===== src/rtl/piso_pkg.sv =====
`default_nettype none
// ============================================================================
//  Module      : piso_pkg
//  Description : Shared definitions for the parallel-in serial-out serializer:
//                FSM state encoding, default word width and counter sizing.
//  Revision    : 1.0 - initial release
// ============================================================================
package piso_pkg;

   // Default parallel word width
   localparam int unsigned c_default_width = 8;

   // Serializer states: IDLE holds no word, SHIFT has bits left to emit
   typedef enum logic [0:0] {
      ST_IDLE  = 1'b0,
      ST_SHIFT = 1'b1
   } piso_state_e;

   // Bit-index counter width for a given word width (at least one bit)
   function automatic int unsigned cnt_width(input int unsigned width);
      return (width > 1) ? $clog2(width) : 1;
   endfunction

endpackage
`default_nettype wire


===== src/rtl/piso_bit_counter.sv =====
`default_nettype none
// ============================================================================
//  Module      : piso_bit_counter
//  Description : Bit-index counter for the serializer. Clears to zero,
//                increments on enable and saturates at WIDTH-1.
//  Revision    : 1.0 - initial release
// ============================================================================
module piso_bit_counter
   import piso_pkg::*;
#(
   parameter int unsigned WIDTH = c_default_width
) (
   input  logic                         clk,
   input  logic                         rst,
   input  logic                         clear,
   input  logic                         en,
   output logic [cnt_width(WIDTH)-1:0]  count,
   output logic                         at_last
);

   localparam int unsigned        c_cnt_w = cnt_width(WIDTH);
   localparam logic [c_cnt_w-1:0] c_last  = c_cnt_w'(WIDTH - 1);

   logic [c_cnt_w-1:0] count_q;
   logic [c_cnt_w-1:0] count_d;

   // Next count: clear wins, otherwise step while below the final index
   always_comb begin
      count_d = count_q;
      if (clear) begin
         count_d = '0;
      end else if (en && (count_q != c_last)) begin
         count_d = count_q + c_cnt_w'(1);
      end
   end

   // Count register with asynchronous reset
   always_ff @(posedge clk or posedge rst) begin
      if (rst) begin
         count_q <= '0;
      end else begin
         count_q <= count_d;
      end
   end

   assign count   = count_q;
   assign at_last = (count_q == c_last);

endmodule
`default_nettype wire


===== src/rtl/piso_serializer.sv =====
`default_nettype none
// ============================================================================
//  Module      : piso_serializer
//  Description : Parallel-in serial-out serializer with valid/ready load,
//                shift enable stall, last-bit flag and back-to-back words.
//  Revision    : 1.0 - initial release
// ============================================================================
module piso_serializer
   import piso_pkg::*;
#(
   parameter int unsigned WIDTH     = c_default_width,
   parameter bit          MSB_FIRST = 1'b1
) (
   input  logic             clk,
   input  logic             rst,
   input  logic             load_valid,
   output logic             load_ready,
   input  logic [WIDTH-1:0] din,
   input  logic             shift_en,
   output logic             sout,
   output logic             sout_valid,
   output logic             last,
   output logic             busy
);

   localparam int unsigned        c_cnt_w    = cnt_width(WIDTH);
   localparam logic [c_cnt_w-1:0] c_last_idx = c_cnt_w'(WIDTH - 1);

   piso_state_e        state_q;
   piso_state_e        state_d;
   logic [WIDTH-1:0]   word_q;
   logic [WIDTH-1:0]   word_d;
   logic [c_cnt_w-1:0] bit_idx;
   logic [c_cnt_w-1:0] sel_idx;
   logic               at_last;
   logic               in_shift;
   logic               final_bit;
   logic               accept;
   logic               advance;

   // The held word stays static; the bit index picks the bit on sout
   generate
      if (MSB_FIRST) begin : g_msb_first
         assign sel_idx = c_last_idx - bit_idx;
      end else begin : g_lsb_first
         assign sel_idx = bit_idx;
      end
   endgenerate

   // Handshake and next-state decode; a word arriving on the final-bit edge
   // is taken directly so consecutive frames have no idle gap
   always_comb begin
      in_shift   = (state_q == ST_SHIFT);
      final_bit  = in_shift && at_last && shift_en;
      load_ready = !in_shift || final_bit;
      accept     = load_valid && load_ready;
      advance    = in_shift && shift_en && !at_last;
      state_d    = state_q;
      word_d     = word_q;
      if (accept) begin
         state_d = ST_SHIFT;
         word_d  = din;
      end else if (final_bit) begin
         state_d = ST_IDLE;
         word_d  = '0;
      end
   end

   // FSM state and held word; reset discards any partial frame
   always_ff @(posedge clk or posedge rst) begin
      if (rst) begin
         state_q <= ST_IDLE;
         word_q  <= '0;
      end else begin
         state_q <= state_d;
         word_q  <= word_d;
      end
   end

   piso_bit_counter #(
      .WIDTH (WIDTH)
   ) u_bit_counter (
      .clk     (clk),
      .rst     (rst),
      .clear   (accept || final_bit),
      .en      (advance),
      .count   (bit_idx),
      .at_last (at_last)
   );

   assign sout       = in_shift && word_q[sel_idx];
   assign sout_valid = in_shift;
   assign busy       = in_shift;
   assign last       = in_shift && at_last;

endmodule
`default_nettype wire


===== config.mk =====
export PLATFORM = sky130hd
export DESIGN_NAME = piso_serializer
export DESIGN_NICKNAME = d
export VERILOG_FILES = /design/src/rtl/piso_pkg.sv /design/src/rtl/piso_bit_counter.sv /design/src/rtl/piso_serializer.sv
export SDC_FILE = /design/constraint.sdc
export NUM_CORES = 1
export LEC_CHECK = 0
export CAP_MARGIN = 25
export CELL_PAD_IN_SITES_DETAIL_PLACEMENT = 0
export CELL_PAD_IN_SITES_GLOBAL_PLACEMENT = 1
export CORE_UTILIZATION = 35
export CTS_CLUSTER_DIAMETER = 100
export DETAILED_ROUTE_END_ITERATION = 10
export PLACE_DENSITY = 0.85
export SLEW_MARGIN = 25
export SYNTH_ARGS = -nofsm -noshare
export SYNTH_HDL_FRONTEND = slang
export SYNTH_SLANG_ARGS = --single-unit

===== constraint.sdc =====
create_clock -name clk -period 2.2 [get_ports clk]
set_input_delay 0.22 -clock clk [delete_from_list [all_inputs] [get_ports clk]]
set_output_delay 0.22 -clock clk [all_outputs]
set_load 0.01 [all_outputs]

==> results of run 1 <==
-- final timing paths --
check	from	to	slack (ns)	cells past startpoint
setup / recovery	u_bit_counter.count[0]	load_ready	0.08	5
hold reg to reg	word_q[3]	word_q[3]	0.50	1
min in group clk	word_q[3]	word_q[3]	0.50	1
max in group asynchronous	rst	u_bit_counter.count[0]	1.60	2
hold / removal	rst	u_bit_counter.count[2]	0.25	2
setup reg to reg	u_bit_counter.count[0]	word_q[2]	0.48	6
-- power groups by stage --
stage	combinational, mW	sequential (mW)	clock, mW
2_1_floorplan	0.273	0.371	0
3_5_place_dp	0.389	0.400	0
4_1_cts	0.391	0.395	0.139
3_3_place_gp	0.379	0.396	0
6_report	0.385	0.399	0.136
5_1_grt	0.431	0.413	0.145
-- through the flow --
stage / total power [mW] / utilization, %
after floorplan: 0.644 / -
final: 0.920 / 49.9
after global routing: 0.990 / 49.9
after CTS: 0.925 / 49.7
after global placement: 0.776 / 48.5
after detailed placement: 0.789 / 48.5
-- layer usage --
| metal | track usage, % | vias to the layer above | routed length [um] |
|---|---|---|---|
| li1 | - | 259 | - |
| met1 | 21.8 | 249 | 667 |
| met2 | 21.4 | 11 | 562 |
| met3 | 2.38 | 5 | 36 |
| met4 | 9.09 | 0 | 31 |
| met5 | 0 | - | 0 |
-- final cells by class --
cell class | instances | area (um2) | share of cell area [%]
well taps | 25 | 31.3 | 3.59
inverters | 4 | 15.0 | 1.72
clock buffers | 3 | 22.5 | 2.59
multi-input cells | 41 | 332 | 38.1
repair buffers | 17 | 168 | 19.3
flip-flops and latches | 12 | 303 | 34.8
-- flip-flops by register name, summed over array words and instances, names as in the netlist --
name / flops
busy: 1
u_bit_counter.count: 3
word_q: 8
-- worst max-delay path: stages (launching register included) --
cell and delay, ns:
sky130_fd_sc_hd__dfrtp_2 0.45, sky130_fd_sc_hd__ha_1 0.21, sky130_fd_sc_hd__ha_1 0.26, sky130_fd_sc_hd__a21boi_2 0.18, sky130_fd_sc_hd__inv_1 0.05, sky130_fd_sc_hd__clkdlybuf4s50_1 0.47
-- cell usage in the layout, fill, tap and decap left out, types with 2 or more instances in the layout --
cell type / synthesis / layout
sky130_fd_sc_hd__inv_1: 4 / 4
sky130_fd_sc_hd__nor2b_1: 2 / 2
sky130_fd_sc_hd__mux2i_1: 5 / 5
sky130_fd_sc_hd__mux2_2: 2 / 2
sky130_fd_sc_hd__o21ai_0: 5 / 5
sky130_fd_sc_hd__nor2_1: 3 / 3
sky130_fd_sc_hd__clkdlybuf4s50_1: 0 / 16
sky130_fd_sc_hd__dfrtp_1: 12 / 10
sky130_fd_sc_hd__a22oi_1: 4 / 4
sky130_fd_sc_hd__clkbuf_4: 0 / 3
sky130_fd_sc_hd__nand2_1: 2 / 2
sky130_fd_sc_hd__dfrtp_2: 0 / 2
sky130_fd_sc_hd__ha_1: 2 / 2
sky130_fd_sc_hd__a22o_1: 5 / 5
-- timing repair --
item	4_1_cts	5_1_grt
resized for setup	0	2
setup endpoints to repair	0	3
hold endpoints to repair	0	0
-- cells by family after synthesis --
kind of cell    count (synthesis)  share of synthesized area, %
compound gates                 19                          21.5
mux                             8                          14.9
simple gates                   12                          9.81
flops                          12                          45.3
fa+ha+maj                       2                          3.77
buf+inv                         7                          4.72
==> impl_results.rst, run 1 <==
.. list-table::
   :header-rows: 1

   * - Metric
     - Value
   * - Outcome
     - completed
   * - TritonRoute pass-1 iters
     - 4
   * - CTS tree
     - done
   * - Relative slew slack
     - 68.8%
   * - Post-synthesis area per instance
     - 11.1 um2
   * - Switching power
     - 305 uW
   * - Final number of setup-violating endpoints
     - 0
   * - Initial cell density of the core
     - 38.0%
   * - Post-route DRC violation count
     - 0
   * - Worst hold-check path type
     - in -> async
   * - Cell types with the largest area share after synthesis
     - sky130_fd_sc_hd__dfrtp_1 (45%), sky130_fd_sc_hd__mux2i_1 (7.5%), sky130_fd_sc_hd__a22o_1 (6.6%)
   * - Pin count of the biggest net entering global routing
     - 15
   * - Top cells by instance count after synthesis
     - sky130_fd_sc_hd__dfrtp_1 (12), sky130_fd_sc_hd__a22o_1 (5), sky130_fd_sc_hd__mux2i_1 (5), sky130_fd_sc_hd__o21ai_0 (5)
   * - Proportion of power drawn by the clock network
     - 14.7%
   * - Detailed-route vias per instance
     - 5.14
   * - Aggregate global-route resource usage
     - 15.2%
   * - Number of levels in the clock H-tree
     - 1
   * - Chip Height
     - 45.5 um
   * - Arrival time reported for the critical path endpoint
     - 1.90 ns
   * - Area of the die
     - 2070 um2
   * - Number of DRC violations after detailed-routing iteration 0
     - 4
   * - Largest area contributor in the netlist
     - sky130_fd_sc_hd__dfrtp_1
   * - Fmax
     - 472 MHz
   * - CTS buffer count
     - 3
   * - NumNets Final
     - 93
   * - Post-synthesis instance area
     - 663 um2
   * - Overall routed net length
     - 1300 um
   * - Register clock-pin slew on the reported worst setup and hold paths
     - 0.07 ns
   * - Total Negative Setup Slacks
     - 0 ns
   * - Vias in the first global route
     - 502
   * - Flop and latch count out of synthesis
     - 12
   * - Maximum buffer depth of the clock tree
     - 2
   * - Highest net fanout along the worst path
     - 7
   * - IO buf count
     - 16
   * - Sequential element share of the synthesized area
     - 45.3%
   * - Post-CTS setup buffer count
     - 0
   * - Number of filler instances in the final layout
     - 174
   * - Antenna cell count
     - 0
   * - Fraction of power consumed by combinational cells
     - 41.9%
   * - Distinct cell type count of the synthesized netlist
     - 25
   * - Fraction of registers with async set/reset
     - 100%
   * - Antenna violations before repair
     - 0
   * - Cell internal pwr
     - 615 uW
   * - Least-Margin Pin Slew
     - 0.467 ns
   * - Placed Area
     - 846 um2
   * - Fraction of final layout cells with drive strength greater than 1
     - 14.3%
   * - Type of element launching the critical path
     - flop
   * - Number of top-level design ports
     - 17
   * - Final Hold Viols
     - 0
   * - Count leader, synth
     - sky130_fd_sc_hd__dfrtp_1
   * - Number of flops mapped to enable cells by yosys
     - 0
   * - Routed via count
     - 524
   * - Number of standard cells in the layout, taps in and fillers out
     - 102
   * - Area share of the largest cell type after synthesis
     - 45.3%
   * - Post-synthesis net count
     - 74
   * - Power density over cell area
     - 1060 nW/um2
   * - Worst IR Drop VDD
     - 0.546 mV
   * - Post-synthesis instance total
     - 60
   * - Routability cong.
     - 0.698
   * - Leak Pwr
     - 0.395 nW
   * - Core region area
     - 1750 um2
   * - Share of the clock period used by the worst path after layout
     - 96.4%
   * - Count of warnings emitted by yosys
     - 0
   * - Detailed-route wire length per cell
     - 12.7 um
   * - Worst-case setup slack after placement
     - 0.323 ns
   * - Required time of the critical path
     - 1.98 ns
   * - CTS sink count
     - 12
   * - Skew-Pair Late Insertion Delay
     - 0.27 ns
   * - RSZ-0062 raised after global routing
     - no
   * - Overall die width
     - 45.5 um
   * - PnR worst setup slack
     - 0.0798 ns
   * - Number of routed nets with antenna violations
     - 0
   * - Share of total power in sequential cells
     - 43.4%
   * - Largest clock skew in the final design
     - 0.00243 ns
   * - First-pass GRT wire length
     - 2220 um
   * - Max Cap Viol
     - 0
   * - Detailed Place HPWL
     - 987 um
   * - Clock root cell
     - sky130_fd_sc_hd__clkbuf_4
   * - Global-route congestion overflow total
     - 0
   * - Hold slack
     - 0.254 ns
   * - Worst setup path category
     - reg -> out
   * - Design Area, Final
     - 871 um2
   * - Fraction of power spent switching nets
     - 33.1%
   * - Post-CTS Hold Fix Bufs
     - 0
   * - Area growth from synthesis to layout
     - 31.3%
   * - Slew Viols, Final
     - 0
   * - Clock period minus worst slack
     - 2.12 ns
   * - Most used flip-flop cell after synthesis
     - sky130_fd_sc_hd__dfrtp_1
   * - Critical path endpoint category
     - output port
   * - Placed insts
     - 99
   * - Std cell rows
     - 15
Power figures use the tool's default switching activity.
==> inputs of run 2 (changes only) <==
Settings changed: CTS_CLUSTER_DIAMETER 100 to 50.
==> results of run 2 <==
Same layout as run 1: the final DEF is identical, and so are final timing and power.
